===== config.mk =====
export PLATFORM = sky130hd
export DESIGN_NAME = pc_sequencer_flat
export DESIGN_NICKNAME = d
export VERILOG_FILES = /design/src/rtl/pc_sequencer_if.sv /design/src/rtl/pc_sequencer.sv /design/src/flat_wrapper.sv
export SDC_FILE = /design/constraint.sdc
export NUM_CORES = 1
export LEC_CHECK = 0
export BUFFER_PORTS_ARGS = -buffer_cell sky130_fd_sc_hd__buf_2
export CAP_MARGIN = 10
export CORE_ASPECT_RATIO = 1.1
export CORE_MARGIN = 3
export CORE_UTILIZATION = 50
export DETAILED_ROUTE_END_ITERATION = 7
export PLACE_DENSITY = 0.78
export RECOVER_POWER = 50
export SYNTH_ARGS = -nofsm -noshare
export SYNTH_HDL_FRONTEND = slang
export SYNTH_SLANG_ARGS = --single-unit

===== constraint.sdc =====
create_clock -name Clk -period 3.3 [get_ports Clk]
set_input_delay 0.165 -clock Clk [delete_from_list [all_inputs] [get_ports Clk]]
set_output_delay 0.165 -clock Clk [all_outputs]
set_load 0.01 [all_outputs]

===== src/rtl/pc_sequencer_if.sv =====
// Host/decoder-side bundle of the program-flow controller: start handshake,
// per-cycle decode/ALU flags in, PC and status out.
interface pc_sequencer_if #(
    parameter int W  = 8,
    parameter int CW = 16
);
    logic          Start;
    logic [W-1:0]  StartAddr;
    logic          Stall;
    logic          Halt;
    logic          BranchRel;
    logic          Zero;
    logic [W-1:0]  Target;
    logic [W-1:0]  PC;
    logic          Running;
    logic          Done;
    logic [CW-1:0] InstrCount;

    modport master (
        output Start, StartAddr, Stall, Halt, BranchRel, Zero, Target,
        input  PC, Running, Done, InstrCount
    );

    modport slave (
        input  Start, StartAddr, Stall, Halt, BranchRel, Zero, Target,
        output PC, Running, Done, InstrCount
    );
endinterface


===== src/rtl/pc_sequencer.sv =====
// Program counter sequencer: IDLE/RUN/DONE flow with relative backward
// branches, stalls, halt and a saturating retired-instruction counter.
module pc_sequencer #(
    parameter int W  = 8,
    parameter int CW = 16
) (
    input logic          Clk,
    input logic          Reset,
    pc_sequencer_if.slave bus
);
    typedef enum logic [1:0] {
        S_IDLE = 2'd0,
        S_RUN  = 2'd1,
        S_DONE = 2'd2
    } state_e;

    localparam logic [CW-1:0] COUNT_MAX = '1;

    state_e        state_q, state_d;
    logic [W-1:0]  pc_q, pc_d;
    logic [CW-1:0] count_q, count_d;

    // NOTE: state registers use non-blocking assignments so every flop
    // samples pre-edge values regardless of process ordering.
    always_ff @(posedge Clk) begin
        if (Reset) begin
            state_q <= S_IDLE;
            pc_q    <= '0;
            count_q <= '0;
        end else begin
            state_q <= state_d;
            pc_q    <= pc_d;
            count_q <= count_d;
        end
    end

    always_comb begin
        // NOTE: every output of this block gets a hold default first, so no
        // path through the case leaves a signal unassigned (no latches).
        state_d = state_q;
        pc_d    = pc_q;
        count_d = count_q;

        unique case (state_q)
            S_IDLE, S_DONE: begin
                if (bus.Start) begin
                    state_d = S_RUN;
                    pc_d    = bus.StartAddr;
                    count_d = '0;
                end
            end
            S_RUN: begin
                // A stalled cycle retires nothing and ignores decode inputs.
                if (!bus.Stall) begin
                    if (count_q != COUNT_MAX) begin
                        count_d = count_q + CW'(1);
                    end
                    if (bus.Halt) begin
                        state_d = S_DONE;
                    end else if (bus.BranchRel && bus.Zero) begin
                        pc_d = pc_q - bus.Target;
                    end else begin
                        pc_d = pc_q + W'(1);
                    end
                end
            end
            default: state_d = S_IDLE;
        endcase
    end

    // Status is decoded from the state register only.
    assign bus.PC         = pc_q;
    assign bus.Running    = (state_q == S_RUN);
    assign bus.Done       = (state_q == S_DONE);
    assign bus.InstrCount = count_q;
endmodule


===== src/flat_wrapper.sv =====
// flat-port wrapper written by rule: the top's interface ports become plain ports
module pc_sequencer_flat 
#(
    parameter int W  = 8,
    parameter int CW = 16
)
  (Clk, Reset, bus_Start, bus_StartAddr, bus_Stall, bus_Halt, bus_BranchRel, bus_Zero, bus_Target, bus_PC, bus_Running, bus_Done, bus_InstrCount);
  pc_sequencer_if #(.W(W), .CW(CW)) bus_i ();
  input logic Clk;
  input logic Reset;
  input wire logic [$bits(bus_i.Start)-1:0] bus_Start;
  input wire logic [$bits(bus_i.StartAddr)-1:0] bus_StartAddr;
  input wire logic [$bits(bus_i.Stall)-1:0] bus_Stall;
  input wire logic [$bits(bus_i.Halt)-1:0] bus_Halt;
  input wire logic [$bits(bus_i.BranchRel)-1:0] bus_BranchRel;
  input wire logic [$bits(bus_i.Zero)-1:0] bus_Zero;
  input wire logic [$bits(bus_i.Target)-1:0] bus_Target;
  output wire logic [$bits(bus_i.PC)-1:0] bus_PC;
  output wire logic [$bits(bus_i.Running)-1:0] bus_Running;
  output wire logic [$bits(bus_i.Done)-1:0] bus_Done;
  output wire logic [$bits(bus_i.InstrCount)-1:0] bus_InstrCount;
  assign bus_i.Start = bus_Start;
  assign bus_i.StartAddr = bus_StartAddr;
  assign bus_i.Stall = bus_Stall;
  assign bus_i.Halt = bus_Halt;
  assign bus_i.BranchRel = bus_BranchRel;
  assign bus_i.Zero = bus_Zero;
  assign bus_i.Target = bus_Target;
  assign bus_PC = bus_i.PC;
  assign bus_Running = bus_i.Running;
  assign bus_Done = bus_i.Done;
  assign bus_InstrCount = bus_i.InstrCount;
  pc_sequencer #(.W(W), .CW(CW)) u_core (.Clk(Clk), .Reset(Reset), .bus(bus_i));
endmodule

==> results.toml, run 1 <==
[pwr]
combinationalPowerShare = 0.232
leakagePower_nw = 0.752
seq_power_share = 0.555
clockPowerShare = 0.213
power_density_nw_per_um2 = 328
power_report.internal_total_w = 0.000429
net-switching-power_w = 0.000182
p_sw_frac = 0.298
vdd_drop_max_uv = 189

[synthesis]
synth_seq_area_share = 0.322
synth.net_count = 231
async_flop_share = 0
yosys-mux-area-fraction = 0.0124
syn_avg_cell_area_um2 = 8.11
synthesized_area_fraction_occupied_by_adder_cells = 0.0744
post_synth_xor_area_fraction = 0.0651
synth_top_family_by_area = "simple AND/OR/NAND/NOR gates"
post_synth_num_cell_types = 47
synth_enable_flop_cells = 0
synthesis.instances = 199
fraction_of_the_mapped_netlist_area_in_compound_gates = 0.164
register_bit_count_reported_by_yosys = 26
synthSimpleGateAreaFrac = 0.330
synth_ff_type = "dfxtp_1"
yosys_warnings = 0
post_synth_instance_area_um2 = 1610

[die]
floorplan.io_pins = 49
placement_rows = 21
design.core.area_um2 = 3070
initial_core_util = 0.525
die_height_um = 65.6
fp.dieArea_um2 = 3950
chipWidth_um = 60.2

[grt]
gr-total-overflow = 0
grt_pass1_wl_um = 5710
grt_start_max_net_pins = 23
via_count_of_the_first_global_routing_pass = 1317
groute.usage.overall = 0.182
antenna_violations_before_repair = 0

[setup_path]
arrival_ps = 2290
crit_type = "flop to flop"
cp_cell_sequence = "nand2b_2, nor3_1, a31oi_2, nand4_1, xor2_1, nor2_1"
timing.critical_path.slowest_cell_delay_ps = 560
required_worst_endpoint_ps = 3500
worst-path-buf-inv = 0
crit_family = "simple AND/OR/NAND/NOR gates"
critPathSlowestCell = "nor3_1"
cp_max_fanout = 22
worstSetupEndpointType = "flop"
critPathLaunchType = "flop"

[cts]
cts-resized-gates = 0
clk_path_buf_depth = 2
htreeDepth = 1
cts_buffers = 3
cts.root.buffer_cell = "clkbuf_4"
insertion_delay_ps = 310
cts.reportedPaths.clkPinSlew_ps = 130
post_cts_buffers = 0
cts_tree = "yes"
number_of_clock_sinks = 26
holdBufCountCts = 0

[sta]
max_clock_freq_ghz = 0.478
worst_slew_pin_slew_ps = 695
period_utilization = 0.634
whs_ps = 101
finalSetupViolations = 0
fin_tns_setup_ps = 0
rsz0062_at_grt = "no"
final.setup_skew_ps = 5.26
finalCriticalPeriod_ps = 2090
timing_max_transition_violations_final = 0
report.final.hold_viol_count = 0
max_transition_margin = 0.537

[placement]
post-dp-hpwl_um = 2640
place.gp.congestion = 0.832
quantity_of_i_o_buffers_inserted_on_ports = 48
postPlaceCellArea_um2 = 1880

[finish]
number_of_nets_in_the_layout = 279
finish.instance_area_um2 = 1860
area.growth.synth_to_final_pct = 15.4
postLayoutCoreUtil = 0.606
diodes = 0
post_route_cells_drive_above_1_share = 0.159

[route]
detail_route.first_pass.iterations = 4
detail_route.wirelength_um = 3380
post_drt_via_cell_ratio = 5.48
vias = 1528
drcViolationCount = 0
first_iter_violations = 74
route.detailed.wl_per_inst_um = 12.1
route.antenna.remaining_nets = 0

[status]
status = "complete, no violations"

[hold_path]
timing.hold.worst.class = "input port to flop"

[flow_run]
drv_cap = 0
## sequential cells by signal, indices dropped and copies added, names as in the netlist
name and flops:
u_core.bus.PC 8, u_core.state_q 2, u_core.bus.InstrCount 16
## final cells by class
cell class	count	area, µm²
clock buffers	3	22.5
fillers	312	1210
inverters	8	30.0
multi-input cells	160	1040
flip-flops and latches	26	520
well taps	34	42.5
repair buffers	48	209
## synth_stat cells, types with 2 or more instances
| cell type | number | area share |
|---|---|---|
| nor2_1 | 41 | 0.095 |
| mux2i_1 | 2 | 0.012 |
| nand2b_1 | 3 | 0.012 |
| ha_1 | 8 | 0.062 |
| a311oi_1 | 4 | 0.022 |
| xnor2_1 | 5 | 0.027 |
| a21o_1 | 2 | 0.0093 |
| nand3_1 | 8 | 0.025 |
| nor3b_2 | 2 | 0.016 |
| dfxtp_1 | 26 | 0.32 |
| nor3b_1 | 2 | 0.0093 |
| inv_1 | 7 | 0.016 |
| nor3_1 | 6 | 0.019 |
| o21ai_0 | 4 | 0.012 |
| a21oi_1 | 12 | 0.037 |
| nor3_2 | 2 | 0.012 |
| xor2_1 | 7 | 0.038 |
| clkbuf_1 | 3 | 0.0070 |
| or2_2 | 2 | 0.0078 |
| nor2b_1 | 3 | 0.012 |
| o21a_1 | 3 | 0.014 |
| nand2_1 | 11 | 0.026 |
| o21ai_1 | 3 | 0.0093 |
| or3_1 | 3 | 0.012 |
| a211oi_1 | 4 | 0.019 |
| and2b_1 | 2 | 0.0093 |
| nand4_1 | 4 | 0.016 |
## worst reg2reg max path, cell delays in order (launching register included)
cell	delay, ps
dfxtp_1	350
nand2b_2	400
nor3_1	560
a31oi_2	300
nand4_1	190
xor2_1	150
nor2_1	50
## routing by layer
layer | up-vias | routed length, µm | global-route usage
li1 | 796 | - | -
met1 | 692 | 1550 | 0.242
met2 | 38 | 1630 | 0.308
met3 | 2 | 176 | 0.0236
met4 | 0 | 16 | 0.0416
met5 | - | 0 | 0
## cells in the final DEF (no fill, tap or decap), types with 5 or more instances in the layout
cell type / count
xnor2_1: 5
nand3_1: 8
dfxtp_1: 26
nor2_1: 41
inv_1: 7
nor3_1: 7
xor2_1: 7
ha_1: 8
clkbuf_1: 25
a21oi_1: 12
buf_2: 23
nand2_1: 11
## stage by stage
step | std cells | power [W] | setup WS, ps
6_report | 279 | 0.000611 | 1210
5_1_grt | 279 | 0.000655 | 1030
4_1_cts | 279 | 0.000625 | 1260
3_5_place_dp | 276 | 0.000492 | 1050
3_3_place_gp | 276 | 0.000490 | 1130
2_1_floorplan | 199 | 0.000446 | 1310
## power by group through the flow
stage / clock network, W / registers [W] / logic, W
floorplan: 0 / 0.000350 / 0.0000959
global placement: 0 / 0.000346 / 0.000144
detailed placement: 0 / 0.000346 / 0.000146
CTS: 0.000139 / 0.000339 / 0.000147
global route: 0.000149 / 0.000342 / 0.000164
finish: 0.000130 / 0.000339 / 0.000142
## final timing paths
| kind | start | to | cells after the start | slack, ps |
|---|---|---|---|---|
| max | u_core.state_q[1] | u_core.bus.InstrCount[15] | 6 | 1210 |
| min | bus_StartAddr[5] | u_core.bus.PC[5] | 3 | 100 |
| max reg2reg | u_core.state_q[1] | u_core.bus.InstrCount[15] | 6 | 1210 |
| min reg2reg | u_core.bus.InstrCount[1] | u_core.bus.InstrCount[1] | 2 | 510 |
## cell families (layout without fill, tap and decap cells)
family	after synthesis	after routing
buf+inv	13	59
simple gates	99	99
compound gates	38	38
flops	26	26
mux	2	2
xor+xnor	12	12
fa+ha+maj	9	9
No activity file was read; power rests on OpenSTA's default activity.
==> run 2, diff against run 1 <==
- CORE_UTILIZATION: 50 -> 46
- PLACE_DENSITY: 0.78 -> 0.76
- clock period: 3.3 -> 1.8 ns (I/O delays scaled with it)
==> results.toml, run 2 (same netlist as run 1, synthesis figures left out) <==
[route]
detail_route.first_pass.iterations = 4
route.antenna.remaining_nets = 0
first_iter_violations = 65
top_signal_layer_used = "met4"
met3WireLength_um = 160
detail_route.wirelength_um = 3710
met2_length_um = 1850
detail_route.wirelength.met1_um = 1680
post_drt_via_cell_ratio = 5.24
drcViolationCount = 0
vias = 1608
route.detailed.wl_per_inst_um = 12.1

[sta]
final.setup_skew_ps = 2.54
finalSetupViolations = 0
fin_tns_setup_ps = 0
finalCriticalPeriod_ps = 1800
period_utilization = 0.999
timing_max_transition_violations_final = 0
report.final.hold_viol_count = 0
rsz0062_at_grt = "yes"
max_transition_margin = 0.638
max_clock_freq_ghz = 0.556
worst_slew_pin_slew_ps = 544

[cts]
insertion_delay_ps = 320
cts_tree = "yes"
cts.reportedPaths.clkPinSlew_ps = 140
cts_buffers = 3
number_of_clock_sinks = 26
cts.root.buffer_cell = "clkbuf_4"
clk_path_buf_depth = 2
holdBufCountCts = 0
htreeDepth = 1

[grt]
via_count_of_the_first_global_routing_pass = 1473
grt_pass1_wl_um = 6320
grt_start_max_net_pins = 22
groute.usage.overall = 0.182
gr-total-overflow = 0
antenna_violations_before_repair = 0

[finish]
layoutNonFillerInstCount = 307
finish.instance_area_um2 = 2090
layout_commonest_cell = "buf_2"
area.growth.synth_to_final_pct = 29.7
layout_common_cells = "46 x buf_2, 41 x nor2_1, 25 x dfxtp_1, 15 x buf_4, 12 x a21oi_1"
number_of_nets_in_the_layout = 294
diodes = 0
fillers = 296
post_route_cells_drive_above_1_share = 0.330
largest_reg_flops = 16

[placement]
place.gp.congestion = 0.796
postPlaceCellArea_um2 = 2000
quantity_of_i_o_buffers_inserted_on_ports = 48
post-dp-hpwl_um = 2880
dp.cells = 300

[die]
fp.dieArea_um2 = 4260
initial_core_util = 0.504
floorplan.io_pins = 49
die_height_um = 68.1
design.core.area_um2 = 3210
placement_rows = 21
chipWidth_um = 62.5

[pwr]
power_density_nw_per_um2 = 583
leakagePower_nw = 0.966
post-layout-total-power_w = 0.00122
vdd_drop_max_uv = 289

[status]
status = "complete, no violations"

[setup_path]
critPathLaunch = "u_core.bus.PC[0]"
cp_max_fanout = 2
required_worst_endpoint_ps = 2050
arrival_ps = 2050
worstSetupEndpointType = "flop"
critPathLaunchType = "flop"
crit_reg_reg_startpoint = "u_core.bus.PC[0]"
crit_type = "flop to flop"

[flow_run]
drv_cap = 0

[hold_path]
holdCritStartpoint = "bus_StartAddr[3]"
timing.hold.worst.class = "input port to flop"
## run 2: cell types whose count changed in the layout (fill, tap and decap cells not counted), sizes merged
cell      previous run  this run
clkinv               1         0
clkbuf              28         6
clkinvlp             0         1
buf                 23        61
## run 2: area by class of cell
class | instances | area [µm²] | area share
Inverter | 8 | 33.8 | 0.0161
Multi-Input combinational cell | 160 | 1090 | 0.522
Tap cell | 46 | 57.6 | 0.0275
Clock buffer | 4 | 36.3 | 0.0173
Sequential cell | 26 | 522 | 0.249
Timing Repair Buffer | 63 | 350 | 0.167
## run 2: through the flow
| stage | util | hold WS (ps) | setup slack (ps) |
|---|---|---|---|
| floorplan | - | 162 | 17.9 |
| global placement | 0.625 | 369 | -73.1 |
| detailed placement | 0.625 | 369 | -113 |
| CTS | 0.639 | 8.65 | 4.72 |
| global route | 0.653 | 5.71 | -131 |
| finish | 0.653 | 23.9 | 1.44 |
## run 2: path summary, 6_finish.rpt
kind,to,slack (ps),cells after the start
worst max-delay path,u_core.bus.PC[6],1,9
worst min-delay path,u_core.bus.PC[3],20,3
worst max register to register,u_core.bus.PC[6],1,9
worst min register to register,u_core.bus.InstrCount[1],530,2
## run 2: where the power goes
part           switching [W]  internal (W)
Sequential         0.0000219      0.000600
Clock               0.000172      0.000124
Combinational       0.000164      0.000138
## run 2: repair_timing
action	CTS	global route
setup buffers	1	2
endpoints found under the setup margin	1	9
pin swaps	3	5
resized for setup	1	8
## run 2: metal layers
| layer | GRT usage | up-vias |
|---|---|---|
| met2 | 0.342 | 32 |
| met4 | 0.0661 | 0 |
| met1 | 0.209 | 744 |
| li1 | - | 830 |
| met5 | 0 | - |
| met3 | 0.0328 | 2 |
## run 2: worst max-delay path, stage by stage, from the launching register on
cell and delay [ps]:
dfxtp_2 360, inv_2 40, ha_4 150, fa_2 340, nor2b_2 140, o21a_1 150, o21a_1 130, nor2_1 50
mux2i_1 110, a311oi_1 250
==> run 3, diff against run 2 <==
- CORE_UTILIZATION: 46 -> 25
- PLACE_DENSITY: 0.76 -> default
- clock period: 1.8 -> 1.6 ns (I/O delays scaled with it)
==> results.toml, run 3 (same netlist as run 1, synthesis figures left out) <==
[route]
post_drt_via_cell_ratio = 4.74
detail_route.first_pass.iterations = 4
route.detailed.wl_per_inst_um = 13.3
drcViolationCount = 0
first_iter_violations = 75
vias = 1738
route.antenna.remaining_nets = 0
detail_route.wirelength_um = 4880

[pwr]
power_density_nw_per_um2 = 607
seq_power_share = 0.453
combinationalPowerShare = 0.306
leakagePower_nw = 1.17
p_sw_frac = 0.298
vdd_drop_max_uv = 295
clockPowerShare = 0.242
power_report.internal_total_w = 0.00109
net-switching-power_w = 0.000463

[finish]
largest_reg_flops = 16
postLayoutCoreUtil = 0.410
layout_commonest_cell = "buf_2"
number_of_nets_in_the_layout = 321
diodes = 0
fillers = 642
layout_common_cells = "48 x buf_2, 39 x nor2_1, 35 x buf_4, 14 x dfxtp_2, 12 x dfxtp_1"
area.growth.synth_to_final_pct = 58.4
post_route_cells_drive_above_1_share = 0.495

[setup_path]
arrival_ps = 1960
worstSetupEndpointType = "flop"
crit_type = "flop to flop"
cp_max_fanout = 2
required_worst_endpoint_ps = 1770
critPathLaunchType = "flop"

[placement]
quantity_of_i_o_buffers_inserted_on_ports = 48
post-dp-hpwl_um = 3520
place.gp.congestion = 0.805

[sta]
max_clock_freq_ghz = 0.561
worst_slew_pin_slew_ps = 575
finalSetupViolations = 5
report.final.hold_viol_count = 0
timing_max_transition_violations_final = 0
whs_ps = 80.5
final.setup_skew_ps = 3.07
rsz0062_at_grt = "yes"
period_utilization = 1.11
max_transition_margin = 0.617
postLayoutSetupSlackWorst_ps = -183
finalCriticalPeriod_ps = 1780

[cts]
htreeDepth = 1
holdBufCountCts = 0
clk_path_buf_depth = 2
insertion_delay_ps = 270
cts.reportedPaths.clkPinSlew_ps = 90
cts.root.buffer_cell = "clkbuf_8"
cts_tree = "yes"
cts_buffers = 3
number_of_clock_sinks = 26

[grt]
grt_pass1_wl_um = 7330
via_count_of_the_first_global_routing_pass = 1607
grt_start_max_net_pins = 22
gr-total-overflow = 0
antenna_violations_before_repair = 0
groute.usage.overall = 0.123

[die]
placement_rows = 30
floorplan.io_pins = 49
fp.dieArea_um2 = 7460
die_height_um = 90.3
chipWidth_um = 82.6
design.core.area_um2 = 6230
initial_core_util = 0.259

[hold_path]
timing.hold.worst.class = "input port to flop"

[flow_run]
drv_cap = 0

[status]
status = "finished with violations"
failed_checks = "setup timing"
## run 3: cell count changes in the layout (fill, tap and decap cells not counted), sizes merged
cell	previous run	this run
buf	61	88
clkbuf	6	5
clkinv	0	1
clkinvlp	1	0
## run 3: layer usage
metal,part of all wire,track usage,wire length (µm)
met2,0.49,0.210,2400
met1,0.45,0.158,2170
met3,0.050,0.0210,246
met4,0.012,0.0286,57
met5,0,0,0
## run 3: layout make-up
type | count | area (µm²) | area share
clock buffer | 3 | 41.3 | 0.0162
inverter | 8 | 31.3 | 0.0122
multi-input combinational | 160 | 1220 | 0.477
sequential | 26 | 538 | 0.210
tap | 80 | 100 | 0.0392
timing repair buffer | 90 | 627 | 0.245
## run 3: power by group through the flow
stage	Clock [W]	Sequential (W)	Combinational [W]
6_report	0.000375	0.000702	0.000474
5_1_grt	0.000410	0.000707	0.000526
4_1_cts	0.000384	0.000699	0.000397
3_5_place_dp	0	0.000712	0.000384
3_3_place_gp	0	0.000712	0.000380
2_1_floorplan	0	0.000723	0.000205
## run 3: metrics by stage
step	total power, W	cells	TNS [ps]	worst slack, ps	cell area (µm²)
2_1_floorplan	0.000929	199	-226	-163	1640
3_3_place_gp	0.00109	354	-946	-306	2220
3_5_place_dp	0.00110	354	-1260	-411	2220
4_1_cts	0.00148	358	-394	-180	2310
5_1_grt	0.00164	367	-1550	-316	2560
6_report	0.00155	367	-319	-183	2560
## run 3: worst paths after layout
check                                                from                        end  slack [ps]  depth (start not counted)
worst max-delay path                     u_core.bus.PC[0]           u_core.bus.PC[6]        -180                          9
worst min-delay path                     bus_StartAddr[5]           u_core.bus.PC[5]          80                          3
worst max register to register           u_core.bus.PC[0]           u_core.bus.PC[6]        -180                          9
worst min register to register  u_core.bus.InstrCount[15]  u_core.bus.InstrCount[15]         540                          2
## run 3: timing repair
item / 4_1_cts / 5_1_grt
pin swaps: 8 / 25
resized for setup: 10 / 36
setup endpoints to repair: 9 / 17
setup buffers: 1 / 7
gates cloned: 0 / 2
## run 3: critical path, stage by stage, from the launching register on
cell and delay (ps):
dfxtp_2 340, inv_2 40, ha_4 150, fa_2 360, nor2b_4 120, o21a_1 130
o21a_1 140, nor2_2 40, mux2i_1 110, a311oi_1 230
